## src/rtl/seq_detector_param.sv

```systemverilog
// Programmable serial pattern detector with KMP-style prefix tracking,
// optional overlap, optional registered match and saturating match counter.
module seq_detector_param #(
  parameter int                 MAX_LEN = 8,
  parameter int                 OVERLAP = 1,
  parameter int                 REG_OUT = 1,
  parameter int                 CNT_W   = 8,
  parameter logic [MAX_LEN-1:0] RST_PAT = MAX_LEN'(8'h06),
  parameter int                 RST_LEN = 4,
  localparam int                LW      = $clog2(MAX_LEN + 1)
) (
  input  logic               clk,
  input  logic               reset,
  input  logic               din_valid,
  input  logic               din,
  input  logic               cfg_load,
  input  logic [MAX_LEN-1:0] cfg_pattern,
  input  logic [LW-1:0]      cfg_len,
  input  logic               cnt_clear,
  output logic               match,
  output logic [CNT_W-1:0]   match_count,
  output logic [LW-1:0]      state_o
);

  logic [MAX_LEN-1:0] pat;
  logic [LW-1:0]      len;
  logic [LW-1:0]      state;
  logic [MAX_LEN-2:0] hist;
  logic [CNT_W-1:0]   cnt;
  logic               match_q;

  logic [MAX_LEN-1:0] palign;
  logic [MAX_LEN-1:0] win;
  logic [MAX_LEN-1:0] mask;
  logic [LW-1:0]      j_sel;
  logic [LW-1:0]      border;
  logic [LW-1:0]      len_in;
  logic               hit;

  // Prefix-aligned pattern: first bit at MSB, ignored bits shifted out
  always_comb begin
    palign = pat << (MAX_LEN - int'(len));
    win    = {hist, din};
    j_sel  = '0;
    border = '0;
    mask   = '0;
    for (int j = 1; j <= MAX_LEN; j++) begin
      mask = ~({MAX_LEN{1'b1}} << j);
      if (j <= int'(state) + 1 && j <= int'(len) &&
          ((palign >> (MAX_LEN - j)) & mask) == (win & mask))
        j_sel = LW'(j);
    end
    for (int b = 1; b < MAX_LEN; b++) begin
      mask = ~({MAX_LEN{1'b1}} << b);
      if (b < int'(len) &&
          ((palign >> (MAX_LEN - b)) & mask) == (pat & mask))
        border = LW'(b);
    end
  end

  // Match event, length clamp on configuration
  always_comb begin
    hit    = din_valid && !cfg_load && (len != '0) && (j_sel == len);
    len_in = (int'(cfg_len) > MAX_LEN) ? LW'(MAX_LEN) : cfg_len;
  end

  // Configuration, matcher state, bit history, counter and registered match
  always_ff @(posedge clk or negedge reset) begin
    if (!reset) begin
      pat     <= RST_PAT;
      len     <= LW'(RST_LEN);
      state   <= '0;
      hist    <= '0;
      cnt     <= '0;
      match_q <= 1'b0;
    end else begin
      match_q <= hit;
      if (cfg_load) begin
        pat   <= cfg_pattern;
        len   <= len_in;
        state <= '0;
      end else if (din_valid && len != '0) begin
        hist <= win[MAX_LEN-2:0];
        if (hit)
          state <= (OVERLAP != 0) ? border : '0;
        else
          state <= j_sel;
      end
      if (cfg_load || cnt_clear)
        cnt <= '0;
      else if (hit && cnt != '1)
        cnt <= cnt + 1'b1;
    end
  end

  assign match       = (REG_OUT != 0) ? match_q : hit;
  assign match_count = cnt;
  assign state_o     = state;

endmodule

```

## config.mk

```make
export PLATFORM = sky130hd
export DESIGN_NAME = seq_detector_param
export DESIGN_NICKNAME = d
export VERILOG_FILES = /design/src/rtl/seq_detector_param.sv
export SDC_FILE = /design/constraint.sdc
export NUM_CORES = 1
export LEC_CHECK = 0
export BUFFER_PORTS_ARGS = -buffer_cell sky130_fd_sc_hd__buf_2
export CORE_MARGIN = 2
export CORE_UTILIZATION = 66
export DETAILED_ROUTE_END_ITERATION = 8
export PLACE_DENSITY_LB_ADDON = 0.08
export SYNTH_ARGS = -nofsm -noshare
export SYNTH_HDL_FRONTEND = slang
export SYNTH_SLANG_ARGS = --single-unit
```

## constraint.sdc

```tcl
create_clock -name clk -period 10.11 [get_ports clk]
set_input_delay 1.011 -clock clk [delete_from_list [all_inputs] [get_ports clk]]
set_output_delay 1.011 -clock clk [all_outputs]
set_load 0.05 [all_outputs]
```

Word level (Yosys, flattened, before mapping)
Index checks and enable logic that the tools add are counted.

storage, ports and cells
  logic and storage cells = 107
  register bits after elaboration = 32
  output and inout port bits = 13
  input port bits = 18

cells by class
  $lt $le $gt $ge = 24
  shifts and indexed selects = 1
  bitwise gates (word level) = 1
  reductions and logical operators = 34
  $add $sub $neg = 3
  eq/ne operators = 17
  multiplexer cells = 21

operators with widths
  operator               count
  $le A4 B32 Y1 const A  4
  $le A3 B32 Y1 const A  2
  $le A2 B32 Y1 const A  1
  $shl A8 B32 Y8         1
  $logic_and A1 B1 Y1    28
  $mux W3                8
  $mux W4                5
  $le A3 B4 Y1 const A   4
  $lt A3 B4 Y1 const A   4
  $mux W8                2
  $eq A7 B7 Y1           2
  $eq A4 B4 Y1           3
  $eq A6 B6 Y1           2
  $eq A5 B5 Y1           2
  $add A8 B1 Y8 const B  1
  $eq A8 B8 Y1           1
  $le A2 B4 Y1 const A   2
  $lt A2 B4 Y1 const A   2
  $mux W2                4
  $ne A8 B8 Y1 const B   1
  $eq A3 B3 Y1           2
  $add A4 B1 Y5 const B  1
  $le A4 B5 Y1 const A   1
  $sub A4 B4 Y5 const A  1
  13 further kinds       17

Depth between registers and ports, before layout
Gate-level depths: netlist of the first run.

  word-level depth = 17
  gate-level depth with buffers = 18
  gate-level depth less buffers = 13

Worst setup path after synthesis of the first run
OpenSTA, ideal clock, no wires.

  kind = register to register
  start = register len[0]
  end = register cnt[5] (netlist: match_count[5])
  cell stages (with the launch flop) = 17
  slack = 5893 ps
  data arrival time = 4139 ps
  required time = 10032 ps
  cell sequence = dfrtp_1 buf_6 buf_8 inv_4 ha_1 or4b_1 a211o_1 nor2_4 nor2_1 nor4_1 a2bb2oi_2 a2111oi_4 a221oi_2 or3_1 buf_2 or4_1 a21oi_1

between the ends
  word-level cells in the longest chain between the ends = 16
  elaborated cells between the ends (all ways) = 48

RTL lines
  element                           line  source
  start: declaration                26    logic [LW-1:0] len;
  start signal: assignment          71    len <= LW'(RST_LEN);
  start signal: assignment          80    len <= len_in;
  $sub A4 B4 Y5                     42    palign = pat << (MAX_LEN - int'(len));
  $shl A8 B32 Y8                    42
  $eq A1 B1 Y1                      50    ((palign >> (MAX_LEN - j)) & mask) == (win & mask))
  $logic_and A1 B1 Y1               49    if (j <= int'(state) + 1 && j <= int'(len) &&
  $mux W1                           49
  $mux W2 (2 in series)             49
  $mux W3 (4 in series)             49
  $mux W4                           49
  $eq A4 B4 Y1                      63    hit = din_valid && !cfg_load && (len != '0) && (j_sel == len);
  $logic_and A1 B1 Y1 (*)           63
  $logic_and A1 B1 Y1 (*)           91    else if (hit && cnt != '1)
  $reduce_bool A2 Y1 (no line) (*)  n/a
  end signal: assignment            92    cnt <= cnt + 1'b1;
  end: declaration                  29    logic [CNT_W-1:0] cnt;

Every way passes the cells marked *; elsewhere a longest branch is shown, timed or not.
A chain may end at the register's enable or synchronous reset.

Worst setup path after layout of the first run
  start = register len[0]
  end = register state[2] (netlist: state_o[2])

between the ends
  word-level cells in the longest chain between the ends = 17
  elaborated cells between the ends (all ways) = 67

RTL lines
  element                 line  source
  $sub A4 B4 Y5           42
  $shl A8 B32 Y8          42
  $eq A1 B1 Y1            50
  $logic_and A1 B1 Y1     49
  $mux W1                 49
  $mux W2 (2 in series)   49
  $mux W3 (4 in series)   49
  $mux W4                 49
  $eq A4 B4 Y1            63
  $logic_and A1 B1 Y1     63
  $mux W4                 84    if (hit)
  $mux W4                 82    end else if (din_valid && len != '0) begin
  $mux W4                 78    if (cfg_load) begin
  end signal: assignment  85    state <= (OVERLAP != 0) ? border : '0;
  end signal: assignment  87    state <= j_sel;
  end: declaration        27    logic [LW-1:0] state;

Parallel ways exist; a longest one is shown, timed or not. The select of a mux whose other input is x is not followed.

==> impl_metrics.toml, run 1 <==
[run_status]
outcome = "completed"

[cts]
cts-root-buf = "clkbuf_8"
cts_buffers = 5
postCtsSetupBuffers = 0
htree_levels = 2
cts_buffer_depth = 2
clkTransAtPathRegs_ns = 0.08
ctsResizeCount = 0
cts_hold_buf = 0
clock_sinks = 32
insertion_delay_ns = 0.30
tritoncts = "built"

[logic_synthesis]
syn-mean-instance-area_um2 = 8.194
synthXorXnorAreaFrac = 0.1062
ys_types = 79
synthCells = 463
synth_fp_nets = 489
synthSimpleGateAreaFrac = 0.2698
synthAdderAreaFrac = 0.02639
synth_top_cell_area_share = 0.1913
ys_seq_area_frac = 0.2121
yosys_warnings = 0
synth_compound_area_frac = 0.2414
synthArstFlopShare = 1.000
synth_edf_count = 0
synthMuxAreaShare = 0.07388
synth_top_family_by_area = "simple AND/OR/NAND/NOR gates"
synth.top_cells.by_area = "dfrtp_1 (19%), xnor2_1 (8.3%), nand2_1 (4.5%), a21oi_1 (3.6%), o21ai_0 (3.3%)"
synth_seq_cells = 32
synth_top_area_cell = "dfrtp_1"
synth_flop_cell = "dfrtp_1"
synth_area_um2 = 3794

[drt]
first_iter_violations = 504
first_pass_iters = 5
drc = 0
num_vias = 3846
wl_mm = 11.29
wl_per_cell_um = 21.07
postRouteAntennaNets = 0
drt-vias-per-instance = 7.175

[timing]
holdWs_ns = 0.5265
setup-tns-final_ns = 0
skew_ns = 0.01045
max_freq_mhz = 163.3
hold_viol_final = 0
finalCriticalPeriod_ns = 6.124
slew_headroom = 0.2143
slew_violations = 0
min_period_over_period = 0.6057
finalSetupViolations = 0
tightestPinTransition_ns = 1.179
rsz0062_at_grt = "false"

[flow_run]
cap_violations = 0

[power_and_ir_drop]
ir_drop_v = 0.0001167
total_power_uw = 594.2
power_density_nw_per_um2 = 152.4
p_leak_nw = 1.521

[placed_design]
detailed_place_hpwl_mm = 8.272
portBuffers = 30
place_area_um2 = 3811
gp_congestion = 1.004

[die]
core_um2 = 5540
num_rows = 27
pin_count = 31
die_y_um = 79.82
start_util = 0.6847
die_x_um = 79.82
dieArea_um2 = 6370

[grt]
grt_usage = 0.3652
grt_pass1_vias = 3522
antenna_found_initial = 0
overflow = 0
grt_max_degree = 33
grt.met1_usage = 0.5139
grt_util_met2 = 0.5672
busiest_layer = "met2"
grt_util_met3 = 0.04864
grt_pass1_wl_mm = 17.91

[hold_path]
min_path_cells = 2
min_to = "hist[6]$_DFFE_PN0P_"
hold_class = "reg2reg"
hp-start = "hist[6]$_DFFE_PN0P_"

[critical_path]
timing.rr.end = "state_o[2]$_DFFE_PN0P_"
path_class = "reg2reg"
startpoint_type = "flop"
reg2reg_depth = 12
worstPathCellList = "inv_4 > ha_1 > xnor2_1 > nand3_1 > a21oi_1 > xnor2_1 > nand2_1 > nor4_1 > a21oi_1 > xnor2_1 > nor2_1 > a2111oi_0"
required_ns = 10.28
arrival_ns = 6.29
max_stage_delay_ns = 0.96
end_kind = "flop"
r2r-start = "len[0]$_DFFE_PN0P_"
cpMostUsedCell = "xnor2_1"
cp_slowest_cell = "a21oi_1"
reg2reg_slack_ns = 3.99
crit_fanout = 23

[cells_and_area]
final_area_um2 = 3899
syn_to_final_growth_pct = 2.770
n_antenna_cell = 0
fin_nets = 489
finish.utilization = 0.7037
layout-drive-gt1-share = 0.1746
## sequential cells by signal, indices dropped and copies added, names as in the netlist
signal / count
len: 4
hist: 7
match: 1
match_count: 8
state_o: 4
pat: 8
## worst max-delay path by stage
stage	startpoint	end	slack (ns)	cells after the start
after floorplan	len[0]$_DFFE_PN0P_	match_count[5]$_DFFE_PN0P_	5.89	16
after global placement	len[0]$_DFFE_PN0P_	state_o[2]$_DFFE_PN0P_	4.39	12
after detailed placement	len[0]$_DFFE_PN0P_	state_o[2]$_DFFE_PN0P_	4.16	12
after CTS	len[0]$_DFFE_PN0P_	state_o[2]$_DFFE_PN0P_	4.11	12
after global routing	len[0]$_DFFE_PN0P_	state_o[2]$_DFFE_PN0P_	3.46	12
final	len[0]$_DFFE_PN0P_	state_o[2]$_DFFE_PN0P_	3.99	12
## cells in the final DEF, fill, tap and decap left out, types with 10 or more instances in the layout
master | Yosys | layout
nand2_1 | 45 | 45
xnor2_1 | 36 | 36
buf_2 | 7 | 30
dfrtp_1 | 29 | 29
nor2_1 | 27 | 27
a21oi_1 | 27 | 27
o21ai_0 | 25 | 25
nor3_1 | 14 | 14
nand3_1 | 13 | 13
mux2_2 | 11 | 11
nor4_1 | 10 | 10
xor2_1 | 10 | 10
## Yosys cell counts (7+ instances only)
cell type and number:
a21oi_1 27, inv_1 8, nor4_1 10, clkbuf_1 16
mux2_2 11, or3_1 8, or4_1 7, dfrtp_1 29
nand3_1 13, nand2_1 45, and3_1 9, or2_2 7
nor3_1 14, ha_1 8, xor2_1 10, a31oi_1 7
nor2_1 27, xnor2_1 36, o21ai_0 25, buf_2 7
nor2b_1 7
## worst max-delay path, delay by kind of cell (launching register included)
family	cells	cell delay (ns)
compound gates	3	1.57
xor+xnor	3	1.84
fa+ha+maj	1	0.44
buf+inv	1	0.10
flops	1	0.91
simple gates	4	1.12
## where the power goes
part / leakage (nW) / internal, mW / switching, mW
Combinational: 1.06 / 0.117 / 0.187
Clock: 0.0479 / 0.0479 / 0.0519
Sequential: 0.410 / 0.143 / 0.0481
Total: 1.52 / 0.308 / 0.287
## layer usage
metal | routed length [um] | vias to the layer above | share of wire
met5 | 0 | - | 0
met4 | 415 | 0 | 0.037
met3 | 1159 | 47 | 0.10
met2 | 5120 | 276 | 0.45
met1 | 4597 | 1794 | 0.41
li1 | - | 1729 | -
## final cells by class
type	instances	area [um2]
tap	72	90.09
sequential	32	804.5
timing repair buffer	30	150.1
clock inverter	3	18.77
inverter	11	43.79
fill	470	1642
clock buffer	5	68.82
multi-input combinational	383	2723
## kinds of logic after synthesis
group / after synthesis
AND/OR/NAND/NOR: 183
AO/OA/AOI/OAI: 126
buffers and inverters: 48
XOR/XNOR: 46
flip-flops: 32
multiplexers: 20
adder cells (fa/ha/maj): 8
## through the flow
| stage | cells | setup WS [ns] |
|---|---|---|
| 2_1_floorplan | 463 | 5.893 |
| 3_3_place_gp | 528 | 4.388 |
| 3_5_place_dp | 528 | 4.160 |
| 5_1_grt | 536 | 3.463 |
| 6_report | 536 | 3.986 |
| 4_1_cts | 536 | 4.111 |
(Power assumes the default switching activity.)
==> run 2: changes to the inputs <==
ABC_AREA = 1   (was unset)
CORE_UTILIZATION = 61   (was 66)
clock period = 6 ns   (was 10.11 ns; I/O delays follow)
==> run 2 against run 1 <==
  * Global-route usage down 2.7 points
  * Non-clock buffer count did not move
  * Count of clock-buffer cells in the layout unchanged
  * Setup slack got worse by 1.8 ns
  * First-iteration DRC count fell by 18%
  * Maximum frequency is 59% higher
==> impl_metrics.toml, run 2 <==
[critical_path]
reg2reg_depth = 23
required_ns = 6.23
reg2reg_slack_ns = 2.15
timing.rr.end = "match_count[3]$_DFFE_PN0P_"
end_kind = "flop"
startpoint_type = "flop"
r2r-start = "len[0]$_DFFE_PN0P_"
crit_fanout = 16
arrival_ns = 4.07
path_class = "reg2reg"

[logic_synthesis]
synthSimpleGateAreaFrac = 0.4917
ys_types = 41
ys_seq_area_frac = 0.2259
synth_seq_cells = 32
synthCells = 563
synth_flop_cell = "dfrtp_1"
synth_top_cell_area_share = 0.2037
syn-mean-instance-area_um2 = 6.327
synth_edf_count = 0
synthAdderAreaFrac = 0.02810
synth_fp_nets = 589
synth_top_family_by_area = "simple AND/OR/NAND/NOR gates"
synth_common_cells = "nand2_1 (181), nand3_1 (62), nor2_1 (60)"
synthArstFlopShare = 1.000
synth_compound_area_frac = 0.09835
synthMuxAreaShare = 0
synth_top_area_cell = "dfrtp_1"
synth_area_um2 = 3562
synthXorXnorAreaFrac = 0.05163
synth.top_cells.by_area = "dfrtp_1 (20%), nand2_1 (19%), nand3_1 (8.7%), nor2_1 (6.3%), xor2_1 (4.9%)"
yosys_warnings = 0
yosys.cell_count.top_type = "nand2_1"

[grt]
grt_pass1_wl_mm = 17.15
antenna_found_initial = 0
overflow = 0
grt_usage = 0.3380
grt_pass1_vias = 3591
grt_max_degree = 33

[power_and_ir_drop]
p_int_uw = 467.7
power.share.sequential = 0.304
p_clk_frac = 0.183
ir_drop_v = 0.0001342
power_density_nw_per_um2 = 251.1
p_switching_uw = 472.4
p_comb_frac = 0.513
p_sw_frac = 0.5025
p_leak_nw = 1.938

[die]
pin_count = 31
die_y_um = 80.42
dieArea_um2 = 6467
num_rows = 27
start_util = 0.6391
die_x_um = 80.42
core_um2 = 5574

[cts]
cts_buffer_depth = 2
clkTransAtPathRegs_ns = 0.08
htree_levels = 2
postCtsSetupBuffers = 0
clock_sinks = 32
insertion_delay_ns = 0.29
tritoncts = "built"
cts-root-buf = "clkbuf_8"
cts_buffers = 5
ctsResizeCount = 0
cts_hold_buf = 0

[timing]
finalSetupViolations = 0
max_freq_mhz = 260.1
min_period_over_period = 0.6408
setup-tns-final_ns = 0
hold_viol_final = 0
fin_ws_ns = 2.155
slew_headroom = 0.4776
finalCriticalPeriod_ns = 3.845
skew_ns = 0.01205
holdWs_ns = 0.3634
slew_violations = 0
rsz0062_at_grt = "false"
tightestPinTransition_ns = 0.7828

[drt]
wl_per_cell_um = 15.13
postRouteAntennaNets = 0
num_vias = 3771
wl_mm = 9.878
first_iter_violations = 414
drt-vias-per-instance = 5.775
first_pass_iters = 5
drc = 0

[cells_and_area]
fin_cells = 653
finish.utilization = 0.6716
final_cell_mix = "nand2_1 (181), nand3_1 (62), nor2_1 (60), inv_1 (43), o21ai_0 (33)"
regArea_um2 = 804.5
fin_nets = 606
n_antenna_cell = 0
multiInputGateArea_um2 = 2386
syn_to_final_growth_pct = 5.093
layout-drive-gt1-share = 0.1635
final_common_cell = "nand2_1"
n_fill_cell = 533

[flow_run]
cap_violations = 0

[placed_design]
detailed_place_hpwl_mm = 7.487
portBuffers = 30
gp_congestion = 1.006
dp.cells = 645
place_ws_ns = 2.205

[run_status]
outcome = "completed"

[hold_path]
hold_class = "in2async"
==> run 2: cell count changes after synthesis, moves of 9 or more <==
cell / delta
inv_1: +35
xor2_1: +10
inv_2: +13
clkbuf_1: -10
nor3_1: -10
xnor2_1: -35
nand2_2: +11
nor2_1: +33
nand3_1: +49
a21oi_1: -13
and3_1: -9
mux2_2: -11
nand2_1: +136
==> run 2: worst max-delay path by stage <==
stage | startpoint | to | slack, ns | cells after the start
detailed placement | len[0]$_DFFE_PN0P_ | match_count[3]$_DFFE_PN0P_ | 2.21 | 18
CTS | len[0]$_DFFE_PN0P_ | match_count[3]$_DFFE_PN0P_ | 2.18 | 18
global route | len[0]$_DFFE_PN0P_ | match_count[0]$_DFFE_PN0P_ | 1.74 | 21
floorplan | state_o[0]$_DFFE_PN0P_ | match_count[4]$_DFFE_PN0P_ | 2.94 | 15
finish | len[0]$_DFFE_PN0P_ | match_count[3]$_DFFE_PN0P_ | 2.15 | 23
global placement | len[0]$_DFFE_PN0P_ | match_count[4]$_DFFE_PN0P_ | 2.30 | 18
==> run 2: worst max-delay path, stage by stage, from the launching register on <==
cell	delay, ns
dfrtp_1	0.66
inv_2	0.24
ha_1	0.50
inv_2	0.22
nand3_1	0.10
nand3_1	0.08
nand2_1	0.08
inv_2	0.13
nand2_4	0.17
inv_2	0.22
nand2_1	0.07
nand2_1	0.07
nand2_1	0.06
nor2_1	0.14
nor2_1	0.08
nand2_1	0.08
nand2_1	0.09
nand2_2	0.09
nand2_4	0.07
nor2_8	0.15
nand4_4	0.18
nand2_4	0.18
nand2_1	0.06
nand2_1	0.06
==> run 2: area by class of cell <==
| type | count | share of cell area |
|---|---|---|
| multi-input cells | 453 | 0.6374 |
| flip-flops and latches | 32 | 0.2149 |
| inverters | 58 | 0.06016 |
| repair buffers | 30 | 0.04011 |
| well taps | 72 | 0.02406 |
| clock buffers | 5 | 0.01838 |
| clock inverters | 3 | 0.005013 |
==> run 2: cells by family after synthesis <==
logic type / count (synthesis)
AO/OA/AOI/OAI: 62
AND/OR/NAND/NOR: 362
buffers and inverters: 78
XOR/XNOR: 21
flip-flops: 32
adder cells (fa/ha/maj): 8
==> run 2: per-stage QoR <==
stage | area, um2 | total power, mW
5_1_grt | 3744 | 1.008
4_1_cts | 3744 | 0.9308
3_3_place_gp | 3656 | 0.7546
3_5_place_dp | 3656 | 0.7582
6_report | 3744 | 0.9400
2_1_floorplan | 3562 | 0.6680
==> run 2: metal layers <==
metal  GRT usage  share of wire  up-vias
met2      0.5583           0.46      168
met3     0.03820          0.076       23
met1      0.4578           0.44     1726
met4      0.1136          0.024        0
met5           0              0        -
li1            -              -     1854
==> run 2: power by group through the flow <==
stage	logic (mW)	clock network [mW]	registers, mW
2_1_floorplan	0.398	0	0.270
3_3_place_gp	0.466	0	0.289
3_5_place_dp	0.470	0	0.289
4_1_cts	0.472	0.174	0.285
5_1_grt	0.536	0.181	0.291
6_report	0.482	0.172	0.286
==> run 3: changes to the inputs <==
clock period = 3.6 ns   (was 6 ns; I/O delays follow)
==> run 3 against run 2 <==
  * Final cell count increased by 1.1%
  * Count of clock-buffer cells in the layout unchanged
  * Clock skew shrank 0.0013 ns
  * Setup slack worse by 2.0 ns
  * Total power is 71% higher
  * Global-route usage is 0.11 points higher
  * Sequential share of layout area shrank 0.51 points
  * Clock power rose by 69%
  * Wire length increased by 6.3%
  * Combinational power rose by 76%
  * Critical endpoint is now match_count[1]$_DFFE_PN0P_
==> impl_metrics.toml, run 3 (synthesized netlist as in run 2, its figures left out) <==
[grt]
grt_usage = 0.3391
overflow = 0
antenna_found_initial = 0
grt_max_degree = 33
grt_pass1_vias = 3499
grt_pass1_wl_mm = 16.99

[critical_path]
end_kind = "flop"
cp_slowest_cell = "a2111oi_0"
crit_fanout = 8
crit_path_end = "match_count[1]$_DFFE_PN0P_"
worstPathCellList = "ha_1 > nand2_1 > inv_2 > nor2_1 > o21ai_1 > inv_1 > a2111oi_0 > nand3_2 > nand3_1 > nand3_4 > nor2_8 > nand4_4 > buf_12 > nand3_1 > nand2_1"
arrival_ns = 3.61
path_class = "reg2reg"
r2r-start = "state_o[0]$_DFFE_PN0P_"
reg2reg_depth = 15
max_stage_delay_ns = 0.79
reg2reg_slack_ns = 0.18
timing.rr.end = "match_count[1]$_DFFE_PN0P_"
startpoint_type = "flop"
startpoint = "state_o[0]$_DFFE_PN0P_"
required_ns = 3.79

[drt]
first_iter_violations = 354
drt-vias-per-instance = 5.795
num_vias = 3825
first_pass_iters = 6
wl_per_cell_um = 15.91
postRouteAntennaNets = 0
drc = 0
wl_mm = 10.50

[cts]
htree_levels = 2
insertion_delay_ns = 0.30
cts_buffer_depth = 2
cts-root-buf = "clkbuf_8"
cts_buffers = 5
clock_sinks = 32
tritoncts = "built"
cts_hold_buf = 0
clkTransAtPathRegs_ns = 0.08

[die]
die_x_um = 80.42
start_util = 0.6391
core_um2 = 5574
pin_count = 31
num_rows = 27
dieArea_um2 = 6467
die_y_um = 80.42

[placed_design]
gp_congestion = 0.9997
place_ws_ns = 0.2322
detailed_place_hpwl_mm = 7.782
place_area_um2 = 3701
portBuffers = 30

[timing]
max_freq_mhz = 292.4
setup-tns-final_ns = 0
skew_ns = 0.01075
slew_headroom = 0.3893
hold_viol_final = 0
finalCriticalPeriod_ns = 3.420
tightestPinTransition_ns = 0.8929
min_period_over_period = 0.9499
finalSetupViolations = 0
holdWs_ns = 0.1242
fin_ws_ns = 0.1805
rsz0062_at_grt = "false"
slew_violations = 0

[power_and_ir_drop]
power_density_nw_per_um2 = 419.0
p_leak_nw = 1.982
ir_drop_v = 0.0002975

[cells_and_area]
syn_to_final_growth_pct = 7.657
final_cell_mix = "nand2_1 (181), nand3_1 (62), nor2_1 (60), inv_1 (43), o21ai_0 (33)"
fin_nets = 613
n_antenna_cell = 0
final_area_um2 = 3835
layout-drive-gt1-share = 0.1752
final_common_cell = "nand2_1"

[hold_path]
hold_class = "in2async"

[run_status]
outcome = "completed"

[flow_run]
cap_violations = 0
-- run 3: how the worst min path moves through the flow --
| stage | to | cells past startpoint | startpoint |
|---|---|---|---|
| after floorplan | hist[0]$_DFFE_PN0P_ | 0 | reset |
| after global placement | match_count[1]$_DFFE_PN0P_ | 1 | reset |
| after detailed placement | match_count[1]$_DFFE_PN0P_ | 1 | reset |
| after CTS | match_count[1]$_DFFE_PN0P_ | 1 | reset |
| after global routing | match_count[1]$_DFFE_PN0P_ | 1 | reset |
| final | match_count[1]$_DFFE_PN0P_ | 1 | reset |
-- run 3: what timing repair did --
| item | 4_1_cts | 5_1_grt |
|---|---|---|
| resized for setup | 0 | 5 |
| setup buffers | 0 | 1 |
| endpoints found under the setup margin | 0 | 13 |
-- run 3: metrics by stage --
step / utilization / power, mW / cells
after floorplan: - / 1.113 / 563
after global placement: 0.6640 / 1.269 / 651
after detailed placement: 0.6640 / 1.283 / 651
after CTS: 0.6797 / 1.570 / 659
after global routing: 0.6880 / 1.703 / 660
final: 0.6880 / 1.607 / 660
-- run 3: area by class of cell --
cell class                 instances  area, um2
clock inverter                     3      18.77
clock buffer                       5      68.82
inverter                          58      227.7
tap                               72      90.09
fill                             523       1739
sequential                        32      804.5
multi-input combinational        453       2410
timing repair buffer              37      215.2
-- run 3: where the power goes --
group / leakage [nW] / internal [mW] / switching (mW)
sequential: 0.407 / 0.398 / 0.0719
combinational: 1.53 / 0.261 / 0.586
clock: 0.0479 / 0.135 / 0.155
total: 1.98 / 0.794 / 0.813
-- run 3: critical path: cells and delay by family (launching register included) --
family / cells / cell delay [ns]
AO/OA/AOI/OAI: 2 / 1.08
adder cells (fa/ha/maj): 1 / 0.23
AND/OR/NAND/NOR: 9 / 1.12
buffers and inverters: 3 / 0.41
flip-flops: 1 / 0.49
-- run 3: routing by layer --
layer / vias to the layer above / global-route usage / part of all wire
li1: 1862 / - / -
met1: 1761 / 0.4422 / 0.43
met2: 190 / 0.5775 / 0.48
met3: 12 / 0.05169 / 0.080
met4: 0 / 0.1000 / 0.011
met5: - / 0 / 0
